**src/rtl/spi_master_if.sv**
```systemverilog
// spi_master_if -- register-side handshake bundle for spi_master.
//   master modport (the SPI block): consumes start/tx_data/mode/cs_sel,
//     produces ready/done/rx_data.
//   slave modport (the bus front end): the mirror image.
// Optional macro SPI_MASTER_LOOPBACK_EN adds the per-transfer loopback bit.
interface spi_master_if #(
  parameter int DATA_W = 8,
  parameter int CS_W   = 1
);
  logic              start;
  logic [DATA_W-1:0] tx_data;
  logic [1:0]        mode;     // {CPOL,CPHA}
  logic [CS_W-1:0]   cs_sel;
`ifdef SPI_MASTER_LOOPBACK_EN
  logic              loopback;
`endif
  logic              ready;
  logic              done;
  logic [DATA_W-1:0] rx_data;

  modport master (
`ifdef SPI_MASTER_LOOPBACK_EN
    input  loopback,
`endif
    input  start, tx_data, mode, cs_sel,
    output ready, done, rx_data
  );

  modport slave (
`ifdef SPI_MASTER_LOOPBACK_EN
    output loopback,
`endif
    output start, tx_data, mode, cs_sel,
    input  ready, done, rx_data
  );
endinterface

```
**src/rtl/spi_master.sv**
```systemverilog
// spi_master -- parametrised SPI master, MSB first, all four SPI modes.
//   clk, reset   : system clock, synchronous active-high reset
//   bus          : spi_master_if.master (start/tx_data/mode/cs_sel in,
//                  ready/done/rx_data out)
//   sclk, mosi   : SPI clock / data out (registered)
//   miso         : SPI data in, sampled without a synchroniser
//   cs_n         : NUM_CS active-low chip selects
// Optional macro SPI_MASTER_LOOPBACK_EN: when the latched loopback bit is
// set, the internal mosi is sampled instead of miso.
module spi_master #(
  parameter int DATA_W  = 8,
  parameter int CLK_DIV = 2,
  parameter int NUM_CS  = 1,
  parameter int CS_W    = (NUM_CS > 1) ? $clog2(NUM_CS) : 1
) (
  input  logic              clk,
  input  logic              reset,
  spi_master_if.master      bus,
  output logic              sclk,
  output logic              mosi,
  input  logic              miso,
  output logic [NUM_CS-1:0] cs_n
);
  localparam int CNT_W  = $clog2(CLK_DIV + 1);
  localparam int EDGE_W = $clog2(2 * DATA_W + 1);

  typedef enum logic [1:0] {IDLE, LEAD, SHIFT, TRAIL} state_t;
  state_t state, state_n;

  logic [CNT_W-1:0]  div_cnt;
  logic [EDGE_W-1:0] edge_cnt;   // number of SCLK edges already produced
  logic [EDGE_W-1:0] edge_num;   // number of the edge a tick would produce
  logic [DATA_W-1:0] tx_sh, rx_sh;
  logic [NUM_CS-1:0] cs_dec;
  logic              cpha_q;
  logic              tick, sclk_edge, leading, last_edge;
  logic              sample_edge, drive_edge, sample_bit;

  assign tick      = (div_cnt == CNT_W'(CLK_DIV - 1));
  assign sclk_edge = tick && (state == LEAD || state == SHIFT);
  assign edge_num  = edge_cnt + 1'b1;
  assign leading   = edge_num[0];
  assign last_edge = (edge_num == EDGE_W'(2 * DATA_W));
  // CPHA=0 samples on leading edges and drives on trailing ones; CPHA=1 swaps.
  // The trailing edge that ends the word drives nothing for CPHA=0.
  assign sample_edge = sclk_edge && (leading ^ cpha_q);
  assign drive_edge  = sclk_edge && !(leading ^ cpha_q) && !(!cpha_q && last_edge);
  assign bus.ready   = (state == IDLE);

`ifdef SPI_MASTER_LOOPBACK_EN
  logic lb_q;
  assign sample_bit = lb_q ? mosi : miso;
`else
  assign sample_bit = miso;
`endif

  // Out-of-range cs_sel matches no line, leaving every select high.
  always_comb begin
    cs_dec = '1;
    for (int i = 0; i < NUM_CS; i++)
      if (bus.cs_sel == CS_W'(i)) cs_dec[i] = 1'b0;
  end

  always_ff @(posedge clk) begin
    if (reset) state <= IDLE;
    else       state <= state_n;
  end

  always_comb begin
    state_n = state;
    case (state)
      IDLE:  if (bus.start)        state_n = LEAD;
      LEAD:  if (tick)             state_n = SHIFT;
      SHIFT: if (tick && last_edge) state_n = TRAIL;
      TRAIL: if (tick)             state_n = IDLE;
      default:                     state_n = IDLE;
    endcase
  end

  always_ff @(posedge clk) begin
    if (reset) begin
      div_cnt     <= '0;
      edge_cnt    <= '0;
      tx_sh       <= '0;
      rx_sh       <= '0;
      cpha_q      <= 1'b0;
      sclk        <= 1'b0;
      mosi        <= 1'b0;
      cs_n        <= '1;
      bus.done    <= 1'b0;
      bus.rx_data <= '0;
`ifdef SPI_MASTER_LOOPBACK_EN
      lb_q        <= 1'b0;
`endif
    end else begin
      bus.done <= 1'b0;
      if (state == IDLE) begin
        sclk     <= bus.mode[1];
        div_cnt  <= '0;
        edge_cnt <= '0;
        if (bus.start) begin
          cpha_q <= bus.mode[0];
          cs_n   <= cs_dec;
          rx_sh  <= '0;
`ifdef SPI_MASTER_LOOPBACK_EN
          lb_q   <= bus.loopback;
`endif
          // CPHA=0 presents the MSB before the first edge; CPHA=1 waits for edge 1.
          if (!bus.mode[0]) begin
            mosi  <= bus.tx_data[DATA_W-1];
            tx_sh <= {bus.tx_data[DATA_W-2:0], 1'b0};
          end else begin
            mosi  <= 1'b0;
            tx_sh <= bus.tx_data;
          end
        end
      end else begin
        div_cnt <= tick ? '0 : div_cnt + 1'b1;
        if (sclk_edge) begin
          sclk     <= ~sclk;
          edge_cnt <= edge_num;
        end
        if (sample_edge) rx_sh <= {rx_sh[DATA_W-2:0], sample_bit};
        if (drive_edge) begin
          mosi  <= tx_sh[DATA_W-1];
          tx_sh <= {tx_sh[DATA_W-2:0], 1'b0};
        end
        if (state == TRAIL && tick) begin
          cs_n        <= '1;
          mosi        <= 1'b0;
          bus.rx_data <= rx_sh;
          bus.done    <= 1'b1;
        end
      end
    end
  end
endmodule

```
**src/flat_wrapper.sv**
```systemverilog
// flat-port wrapper written by rule: the top's interface ports become plain ports
module spi_master_flat 
#(
  parameter int DATA_W  = 8,
  parameter int CLK_DIV = 2,
  parameter int NUM_CS  = 1,
  parameter int CS_W    = (NUM_CS > 1) ? $clog2(NUM_CS) : 1
)
  (clk, reset, sclk, mosi, miso, cs_n, bus_start, bus_tx_data, bus_mode, bus_cs_sel, bus_ready, bus_done, bus_rx_data);
  spi_master_if #(.DATA_W(DATA_W), .CS_W(CS_W)) bus_i ();
  input  logic clk;
  input  logic reset;
  output logic sclk;
  output logic mosi;
  input  logic miso;
  output logic [NUM_CS-1:0] cs_n;
  input wire logic [$bits(bus_i.start)-1:0] bus_start;
  input wire logic [$bits(bus_i.tx_data)-1:0] bus_tx_data;
  input wire logic [$bits(bus_i.mode)-1:0] bus_mode;
  input wire logic [$bits(bus_i.cs_sel)-1:0] bus_cs_sel;
  output wire logic [$bits(bus_i.ready)-1:0] bus_ready;
  output wire logic [$bits(bus_i.done)-1:0] bus_done;
  output wire logic [$bits(bus_i.rx_data)-1:0] bus_rx_data;
  assign bus_i.start = bus_start;
  assign bus_i.tx_data = bus_tx_data;
  assign bus_i.mode = bus_mode;
  assign bus_i.cs_sel = bus_cs_sel;
  assign bus_ready = bus_i.ready;
  assign bus_done = bus_i.done;
  assign bus_rx_data = bus_i.rx_data;
  spi_master #(.DATA_W(DATA_W), .CLK_DIV(CLK_DIV), .NUM_CS(NUM_CS), .CS_W(CS_W)) u_core (.clk(clk), .reset(reset), .bus(bus_i), .sclk(sclk), .mosi(mosi), .miso(miso), .cs_n(cs_n));
endmodule
```
**config.mk**
```make
export PLATFORM = sky130hd
export DESIGN_NAME = spi_master_flat
export DESIGN_NICKNAME = d
export VERILOG_FILES = /design/src/rtl/spi_master_if.sv /design/src/rtl/spi_master.sv /design/src/flat_wrapper.sv
export SDC_FILE = /design/constraint.sdc
export NUM_CORES = 1
export LEC_CHECK = 0
export ABC_AREA = 1
export BUFFER_PORTS_ARGS = -buffer_cell sky130_fd_sc_hd__buf_2
export CAP_MARGIN = 10
export CELL_PAD_IN_SITES_DETAIL_PLACEMENT = 1
export CELL_PAD_IN_SITES_GLOBAL_PLACEMENT = 1
export CORE_AREA = 4 4 69 86
export DETAILED_ROUTE_END_ITERATION = 16
export DIE_AREA = 0 0 73 90
export GPL_ROUTABILITY_DRIVEN = 0
export PLACE_DENSITY_LB_ADDON = 0.08
export SLEW_MARGIN = 20
export SYNTH_ARGS = -nofsm -noshare
export SYNTH_HDL_FRONTEND = slang
export SYNTH_SLANG_ARGS = --single-unit
export TNS_END_PERCENT = 5
```
**constraint.sdc**
```tcl
create_clock -name clk -period 1.8 [get_ports clk]
set_input_delay 0.45 -clock clk [delete_from_list [all_inputs] [get_ports clk]]
set_output_delay 0.45 -clock clk [all_outputs]
set_load 0.01 [all_outputs]
```
==> key figures <==
Synth
  – #FFs+latches synth: 38
  – Mapped Cells: 233
  – EDFF count, synth: 0
  – Synth area leaders: dfxtp_1 44%, nand2_1 9.2%, nor2_1 8.6%
  – Seq/Total Area, Yosys: 0.436
  – Main synth FF type: dfxtp_1
  – Yosys top cell by area: dfxtp_1
  – Synthesized cell area: 1750 um^2
  – Synthesized Nets: 255
  – Synth cell count leaders: 43 x nand2_1, 40 x nor2_1, 38 x dfxtp_1
  – Post-synth top area share: 0.436
  – Yosys cell types: 29
  – Async S/R FF share, synth: 0
  – Synth warn: 0
  – Most numerous cell in the Yosys netlist: nand2_1
  – Syn Area/Cell: 7.49 um^2

Route
  – DRT met1 WL: 1880 um
  – Top routing layer used: met4
  – Final WL: 4150 um
  – Drt first pass iters: 4
  – Residual DRC: 0
  – Via/cell ratio: 4.68
  – Routed wire per std cell: 12.4 um
  – Drt initial violations: 107
  – DR WL met3: 172 um
  – Via count: 1564
  – Routed wl met2: 1970 um
  – Final antenna-violating net count: 0

Floorplan
  – Die Y: 90 um
  – Die area: 6570 um^2
  – Core area: 5120 um^2
  – IO Pins: 28
  – Die Wd: 73 um
  – # rows: 29
  – Initial Util: 0.341

Place
  – Placed Instances: 326
  – Port bufs: 27
  – Detailed Place HPWL: 3190 um

Timing
  – Final Hold Viols: 0
  – Setup repair after global routing missed its margin: yes
  – Fmax: 601 MHz
  – Finish-stage setup viols: 0
  – Final Cycle Share: 0.925
  – Clock Skews: 9.98 ps
  – Max-slew violations: 0
  – Rel. slew slack: 0.744
  – Final setup TNS: 0 ps
  – Least-Margin Pin Slew: 383 ps
  – Tmin final: 1660 ps

Power and ir drop
  – Pint: 1.69 mW
  – Pwr/cell area: 1250 nW/um^2
  – Comb power frac: 0.372
  – Clock power share: 0.234
  – Reg power frac: 0.394
  – Switching portion of total power: 0.368
  – Worst vdd ir: 0.465 mV
  – Leak: 0.943 nW
  – Net switching power: 0.983 mW

Global route
  – Largest net degree at the start of global routing: 15
  – Initial antenna violation count: 0
  – Vias in the first global route: 1693
  – GR Util All Layers: 0.149
  – First-pass GRT wire length: 7820 um
  – Grt ovf: 0

Setup path
  – Worst path cell trace: inv_1 -> ha_2 -> buf_4 -> nand2_1 -> inv_1 -> a221oi_1 -> nand2_1 -> nand2_1 -> nor2_1
  – CP endpoint kind: flop
  – Reg2Reg Launch Point: u_core.state[0]$_SDFFE_PP0P_
  – Crit path buffers/inverters: 3
  – CP startpoint: u_core.state[0]$_SDFFE_PP0P_
  – Crit path DAT: 1870 ps
  – Crit-path leading delay family: buffers and inverters
  – Slowest stage cell, crit path: dfxtp_1
  – Crit path depth: 9
  – CP max stage delay: 360 ps
  – Crit start category: flop
  – Reg2Reg Setup Slack: 140 ps
  – Worst r2r path cells: 9
  – CP Capture Point: u_core.tx_sh[2]$_SDFFE_PP0P_
  – WS Path Type: reg -> reg
  – Top cell by count, worst path: nand2_1
  – Critical path required time: 2000 ps
  – Worst-path fanout max: 6
  – Reg2reg end: u_core.tx_sh[2]$_SDFFE_PP0P_

Clock tree
  – Setup Buffers After CTS: 0
  – H-tree depth: 2
  – CTS tree: done
  – Clk slew on worst S/H paths: 80 ps
  – Clock buffer depth: 2
  – TritonCTS sink count: 38
  – Num CTS Buffers: 5
  – Clk root buf: clkbuf_8
  – Worst-Skew Late Latency: 300 ps

Layout
  – Inserted Diodes: 0
  – # fillers: 660
  – Area of the multi-input gates: 850 um^2
  – Fin cells: 334
  – Total Nets Final: 293
  – FF/Latch Area: 762 um^2
  – Area Overhead vs Synth: 23.0%
  – Layout cells sized above 1: 0.232

Outcome
  – Status: finished, final reports clean

Flow run
  – Max-cap violations: 0

Min path
  – Hold Crit Class: in -> reg
[worst register-to-register path, stage by stage, from the launching register on]
cell and delay (ps):
dfxtp_1 360, inv_1 90, ha_2 240, buf_4 150, nand2_1 140, inv_1 140
a221oi_1 270, nand2_1 80, nand2_1 60, nor2_1 40
[cell usage in the layout (no fill, tap or decap), types with 3 or more instances in the layout]
cell      netlist  routed
buf_2           2      27
dfxtp_1        38      37
o21ai_1         5       5
nand2_2         3       3
nor2_2          1       3
xor2_1          3       3
clkbuf_8        0       6
buf_4           0       7
inv_1          34      34
nand3_1         7       7
o22ai_1         8       8
nor2_1         40      38
a21oi_1         6       6
a221oi_1        6       4
nand2_1        43      43
nand3_2         3       3
nor3_1          5       5
o21ai_0         6       6
ha_1            7       5
[per-stage QoR]
stage	utilization	power (mW)	worst slack [ps]	cell area [um^2]	hold slack, ps
2_1_floorplan	-	1.70	181	1750	408
3_3_place_gp	0.395	2.03	77.7	2020	414
3_5_place_dp	0.395	2.05	27.2	2020	419
4_1_cts	0.414	2.69	6.12	2120	375
5_1_grt	0.420	2.92	-16.2	2150	378
6_report	0.420	2.67	136	2150	384
[metal layers]
layer | vias up | global-route usage
met2 | 30 | 0.237
met5 | - | 0
met4 | 0 | 0.0723
li1 | 821 | -
met3 | 9 | 0.0357
met1 | 704 | 0.182
[power groups by stage]
stage | Combinational, mW | Clock (mW) | Sequential (mW)
after global routing | 1.15 | 0.697 | 1.07
after global placement | 0.963 | 0 | 1.07
after CTS | 0.975 | 0.656 | 1.05
after detailed placement | 0.970 | 0 | 1.07
final | 0.995 | 0.625 | 1.05
after floorplan | 0.636 | 0 | 1.07
[cell type report]
| cell class | instances | area share |
|---|---|---|
| well taps | 62 | 0.0361 |
| repair buffers | 36 | 0.106 |
| multi-input cells | 154 | 0.396 |
| clock inverters | 2 | 0.00583 |
| inverters | 36 | 0.0629 |
| clock buffers | 6 | 0.0385 |
| flip-flops and latches | 38 | 0.355 |
[sequential cells by signal (all words and copies together) (netlist names)]
signal              flops
u_core.cpha_q           1
u_core.mosi             1
u_core.rx_sh            8
u_core.div_cnt          2
u_core.edge_cnt         5
u_core.bus.rx_data      8
u_core.tx_sh            8
u_core.state            2
u_core.sclk             1
u_core.bus.done         1
u_core.cs_n             1
[logic make-up after synthesis]
| group | Yosys count | share of synthesized area |
|---|---|---|
| fa+ha+maj | 7 | 0.0502 |
| xor+xnor | 4 | 0.0201 |
| compound gates | 37 | 0.133 |
| buf+inv | 41 | 0.0939 |
| simple gates | 106 | 0.267 |
| flops | 38 | 0.436 |
[timing repair]
item,in CTS,in global routing
hold buffers,0,0
setup endpoints to repair,0,17
gates resized for setup,0,8
[worst min-delay path by stage]
stage                                 start  slack [ps]                            to  cells past startpoint
5_1_grt                          bus_cs_sel         380      u_core.cs_n$_SDFFE_PP1P_                      3
6_report                         bus_cs_sel         380      u_core.cs_n$_SDFFE_PP1P_                      3
4_1_cts                          bus_cs_sel         370      u_core.cs_n$_SDFFE_PP1P_                      3
2_1_floorplan  u_core.div_cnt[0]$_SDFF_PP0_         410  u_core.div_cnt[0]$_SDFF_PP0_                      1
3_3_place_gp   u_core.div_cnt[0]$_SDFF_PP0_         410  u_core.div_cnt[0]$_SDFF_PP0_                      1
3_5_place_dp   u_core.div_cnt[0]$_SDFF_PP0_         420  u_core.div_cnt[0]$_SDFF_PP0_                      1
Power figures use the tool's default switching activity.
